--- src/rtl/game_pkg.sv ---
// Shared definitions for the reaction-game controller and the speed timer it drives.
package game_pkg;

  typedef enum logic [1:0] {
    ST_IDLE = 2'd0,
    ST_ARM  = 2'd1,
    ST_RUN  = 2'd2,
    ST_OVER = 2'd3
  } state_e;

  localparam logic [1:0] SPEED_SLOW = 2'd0;  // 1.5 s round
  localparam logic [1:0] SPEED_MED  = 2'd1;  // 1.0 s round
  localparam logic [1:0] SPEED_FAST = 2'd2;  // 0.5 s round

  function automatic logic [7:0] onehot8(input logic [2:0] idx);
    return 8'b1 << idx;
  endfunction

endpackage

--- src/rtl/game_level_ctrl_lfsr8.sv ---
// Free-running 8-bit Fibonacci LFSR (x^8+x^6+x^5+x^4+1) used to pick target positions.
module lfsr8 (
  input  logic       clk,
  input  logic       rst,
  output logic [7:0] q
);

  logic [7:0] q_q;
  logic [7:0] q_d;

  // Maximal-length taps from a nonzero seed, so the all-zero lock-up state is never entered.
  always_comb begin
    q_d = {q_q[6:0], q_q[7] ^ q_q[5] ^ q_q[4] ^ q_q[3]};
  end

  // NOTE: sequential state uses non-blocking assignments so every flop samples pre-edge values.
  always_ff @(posedge clk) begin
    if (!rst) begin
      q_q <= 8'h01;
    end else begin
      q_q <= q_d;
    end
  end

  assign q = q_q;

endmodule

--- src/rtl/game_level_ctrl.sv ---
// Round/level controller for the whack-a-target game: lives, score, speed level and target choice.
module game_level_ctrl
  import game_pkg::*;
#(
  parameter int HITS_PER_LEVEL = 5,
  parameter int LIVES_INIT     = 3
) (
  input  logic       clk,
  input  logic       rst,
  input  logic       start,
  input  logic [7:0] hit_btn,
  input  logic       timeout,
  output logic       en_out,
  output logic [1:0] speed,
  output logic [7:0] target,
  output logic [7:0] score,
  output logic [1:0] lives,
  output logic       level_up,
  output logic       game_over
);

  localparam int HW = $clog2(HITS_PER_LEVEL + 1);

  state_e          state_q, state_d;
  logic            en_q, en_d;
  logic [1:0]      speed_q, speed_d;
  logic [7:0]      target_q, target_d;
  logic [7:0]      score_q, score_d;
  logic [1:0]      lives_q, lives_d;
  logic            level_up_q, level_up_d;
  logic            game_over_q, game_over_d;
  logic [HW-1:0]   hits_q, hits_d;

  logic [7:0]      lfsr;
  logic            lfsr_unused;
  logic            hit_ok;
  logic            miss;

  lfsr8 u_lfsr (
    .clk (clk),
    .rst (rst),
    .q   (lfsr)
  );

  assign lfsr_unused = ^lfsr[7:3];

  // A correct hit takes priority over a simultaneous timeout.
  assign hit_ok = (hit_btn == target_q);
  assign miss   = !hit_ok && ((hit_btn != 8'h00) || timeout);

  always_comb begin
    // NOTE: every variable gets a default first so no path infers a latch.
    state_d    = state_q;
    speed_d    = speed_q;
    target_d   = target_q;
    score_d    = score_q;
    lives_d    = lives_q;
    hits_d     = hits_q;
    level_up_d = 1'b0;

    case (state_q)
      ST_IDLE, ST_OVER: begin
        if (start) begin
          state_d  = ST_ARM;
          score_d  = 8'h00;
          lives_d  = 2'(LIVES_INIT);
          speed_d  = SPEED_SLOW;
          hits_d   = '0;
          target_d = 8'h00;
        end
      end
      ST_ARM: begin
        target_d = onehot8(lfsr[2:0]);
        state_d  = ST_RUN;
      end
      ST_RUN: begin
        if (hit_ok) begin
          state_d = ST_ARM;
          if (score_q != 8'hFF) score_d = score_q + 8'd1;
          if (hits_q == HW'(HITS_PER_LEVEL - 1)) begin
            hits_d = '0;
            if (speed_q != SPEED_FAST) begin
              speed_d    = speed_q + 2'd1;
              level_up_d = 1'b1;
            end
          end else begin
            hits_d = hits_q + HW'(1);
          end
        end else if (miss) begin
          if (lives_q <= 2'd1) begin
            lives_d  = 2'd0;
            target_d = 8'h00;
            state_d  = ST_OVER;
          end else begin
            lives_d = lives_q - 2'd1;
            state_d = ST_ARM;
          end
        end
      end
      default: state_d = ST_IDLE;
    endcase

    // Outputs are registered from the next state so they align with it.
    en_d        = (state_d == ST_RUN);
    game_over_d = (state_d == ST_OVER);
  end

  always_ff @(posedge clk) begin
    if (!rst) begin
      state_q     <= ST_IDLE;
      en_q        <= 1'b0;
      speed_q     <= SPEED_SLOW;
      target_q    <= 8'h00;
      score_q     <= 8'h00;
      lives_q     <= 2'd0;
      level_up_q  <= 1'b0;
      game_over_q <= 1'b0;
      hits_q      <= '0;
    end else begin
      state_q     <= state_d;
      en_q        <= en_d;
      speed_q     <= speed_d;
      target_q    <= target_d;
      score_q     <= score_d;
      lives_q     <= lives_d;
      level_up_q  <= level_up_d;
      game_over_q <= game_over_d;
      hits_q      <= hits_d;
    end
  end

  assign en_out    = en_q;
  assign speed     = speed_q;
  assign target    = target_q;
  assign score     = score_q;
  assign lives     = lives_q;
  assign level_up  = level_up_q;
  assign game_over = game_over_q;

endmodule

--- config.mk ---
export PLATFORM = sky130hd
export DESIGN_NAME = game_level_ctrl
export DESIGN_NICKNAME = d
export VERILOG_FILES = /design/src/rtl/game_pkg.sv /design/src/rtl/game_level_ctrl_lfsr8.sv /design/src/rtl/game_level_ctrl.sv
export SDC_FILE = /design/constraint.sdc
export NUM_CORES = 1
export LEC_CHECK = 0
export CAP_MARGIN = 25
export CORE_ASPECT_RATIO = 0.6
export CORE_UTILIZATION = 35
export DETAILED_ROUTE_END_ITERATION = 8
export SLEW_MARGIN = 5
export SYNTH_ARGS = -nofsm -noshare
export SYNTH_HDL_FRONTEND = slang
export SYNTH_HIERARCHICAL = 1
export SYNTH_SLANG_ARGS = --single-unit
--- constraint.sdc ---
create_clock -name clk -period 2.8 [get_ports clk]
set_clock_uncertainty 0.1 [all_clocks]
set_input_delay 0.56 -clock clk [delete_from_list [all_inputs] [get_ports clk]]
set_output_delay 0.56 -clock clk [all_outputs]
set_load 0.01 [all_outputs]
==> summary.md <==
| Metric | Value |
|---|---|
| Net count, final | `258` |
| Min Hold Slack | `343 ps` |
| Summed negative setup slack over all endpoints | `0 ps` |
| # resized after CTS | `0` |
| Horiz. Die Dim | `95.4 microns` |
| Count of nets left with antenna violations after detail routing | `0` |
| Max IR drop VDD | `251 uV` |
| Count of input and output buffers | `34` |
| Maximum buffer depth of the clock tree | `2` |
| Post-route insts no fill | `304` |
| Crit path DAT | `2540 ps` |
| Post-detail-place hpwl | `3110 microns` |
| TritonCTS clock tree | `done` |
| Cell count after synthesis | `203` |
| Clock transition at path regs | `80 ps` |
| Leak pwr | `0.000887 uW` |
| Fin area | `2410 sq um` |
| Number of global-route vias before repair | `1410` |
| Syn Area/Cell | `9.03 sq um` |
| DP Area | `2250 sq um` |
| Total number of yosys warnings | `6` |
| Finished Core Util | `50.2%` |
| Total track usage | `16.5%` |
| Initial core utilization | `38.2%` |
| Setup-violating endpoint count in the final report | `0` |
| Via total after detailed routing | `1545` |
| Worst slew margin relative to its limit | `62.9%` |
| Wire length of the first global-routing pass | `6910 microns` |
| Ratio of cells with drive above 1 in the final layout | `10.4%` |
| Pin slew with the least headroom to its limit | `541 ps` |
| Post-CTS repair timing setup buffer count | `0` |
| Maximum number of pins on one net before global-route repair | `25` |
| F_max | `412 MHz` |
| Antenna diode count | `0` |
| Detailed router's first-iteration violation count | `79` |
| Fillers | `443` |
| RSZ-0062 raised after global routing | `false` |
| Later-pin clock latency in the skew report | `290 ps` |
| Required time of the critical path | `2920 ps` |
| Minimum period implied by the final worst setup slack | `2430 ps` |
| Global route total overflow | `0` |
| Number of vias per cell after detailed routing | `5.08` |
| Max Cap Viol | `0` |
| Initial DRT Pass Iterations | `4` |
| Total standard cell area after synthesis | `1830 sq um` |
| Period Utilization, post-route | `86.7%` |
| Die Footprint | `5540 sq um` |
| Fin. max-slew vios | `0` |
| Layout Area Growth over Synthesis | `31.5%` |
| Critical path startpoint category | `input pin` |
| Routed len/inst | `13.7 microns` |
| Area of the placeable core | `4800 sq um` |
| Root buffer selected by CTS | `sky130_fd_sc_hd__clkbuf_8` |
| Total instance count after detailed placement | `296` |
| Top-Level Pins | `35` |
| CP Max Fanout | `8` |
| Status | `completed` |
| Antenna violations before repair | `0` |
| H-Tree Depth | `2` |
| PD cells | `602 nW/um^2` |
| DR DRC count | `0` |
| Syn Nets | `221` |
| Kind of capture point of the worst setup path | `flip-flop` |
| Hold Path Class | `reg -> reg` |
| Clock buffer count from CTS | `5` |
| Height of the die | `58.1 microns` |
| Number of hold violations in the final report | `0` |
| Cell Rows | `19` |
| Class of the most critical setup path | `in -> reg` |
| Number of buffers added to fix hold violations after cts | `0` |
| Wire length reported by the detailed router | `4150 microns` |
| Clock Sink Count | `36` |
| Global placement routability congestion | `0.762` |
[power breakdown]
part	internal [uW]	switching [uW]	leakage (uW)	total (uW)
sequential	531	20.1	0.000292	551
combinational	123	135	0.000516	258
clock	446	198	0.0000784	643
total	1100	353	0.000887	1450
[critical path, stage by stage]
cell and delay (ps):
sky130_fd_sc_hd__clkdlybuf4s50_1 440, sky130_fd_sc_hd__or4_4 560, sky130_fd_sc_hd__nor4_4 380, sky130_fd_sc_hd__nor3_2 70
sky130_fd_sc_hd__a22oi_2 200, sky130_fd_sc_hd__buf_12 160, sky130_fd_sc_hd__mux2i_1 170
[cell usage in the layout (no fill, tap or decap), types with 3 or more instances in the layout]
master / n
sky130_fd_sc_hd__dfxtp_1: 36
sky130_fd_sc_hd__clkdlybuf4s50_1: 34
sky130_fd_sc_hd__nand2_1: 21
sky130_fd_sc_hd__mux2i_1: 11
sky130_fd_sc_hd__xor2_1: 10
sky130_fd_sc_hd__inv_1: 9
sky130_fd_sc_hd__nor2_1: 9
sky130_fd_sc_hd__nand3_1: 9
sky130_fd_sc_hd__a21oi_1: 8
sky130_fd_sc_hd__and2_1: 7
sky130_fd_sc_hd__or3_1: 6
sky130_fd_sc_hd__ha_1: 6
sky130_fd_sc_hd__buf_4: 6
sky130_fd_sc_hd__clkbuf_8: 5
sky130_fd_sc_hd__o21ai_0: 4
sky130_fd_sc_hd__nor3_1: 4
sky130_fd_sc_hd__nor2b_1: 3
sky130_fd_sc_hd__nand4_1: 3
sky130_fd_sc_hd__o21ai_1: 3
sky130_fd_sc_hd__bufinv_16: 3
[per-layer routing]
layer / GRT usage [%] / routed length, microns / part of all wire, %
met1: 26.2 / 2330 / 56
met2: 20.1 / 1390 / 34
met3: 4.86 / 389 / 9.4
met4: 6.18 / 42 / 1.0
met5: 0 / 0 / 0
[area by class of cell]
type | instances | area [sq um] | share of cell area, %
Multi-Input combinational cell | 146 | 1010 | 41.9
Sequential cell | 36 | 721 | 29.9
Tap cell | 63 | 78.8 | 3.27
Inverter | 10 | 37.5 | 1.56
Timing Repair Buffer | 41 | 405 | 16.8
Clock buffer | 5 | 68.8 | 2.85
Clock inverter | 3 | 90.1 | 3.74
[through the flow]
stage	power [uW]	worst slack, ps
after global placement	819	102
after floorplan	735	665
final	1450	374
after global routing	1510	209
after CTS	1460	367
after detailed placement	818	79.4
[registers in the layout (all words and copies together), names as in the netlist]
| register | cells |
|---|---|
| score | 8 |
| target | 8 |
| u_lfsr/q | 8 |
| hits_q | 3 |
| lives | 2 |
| speed | 2 |
| state_q | 2 |
| en_out | 1 |
| game_over | 1 |
| level_up | 1 |
[path summary, 6_finish.rpt]
| check | startpoint | slack [ps] | depth (start not counted) | to |
|---|---|---|---|---|
| min | u_lfsr/q[6] | 340 | 1 | u_lfsr/q[7] |
| max | hit_btn[3] | 370 | 7 | target[1] |
| max reg2reg | state_q[0] | 540 | 7 | score[5] |
| min reg2reg | u_lfsr/q[6] | 340 | 1 | u_lfsr/q[7] |
Note: power is estimated with default switching activity, not from simulation.
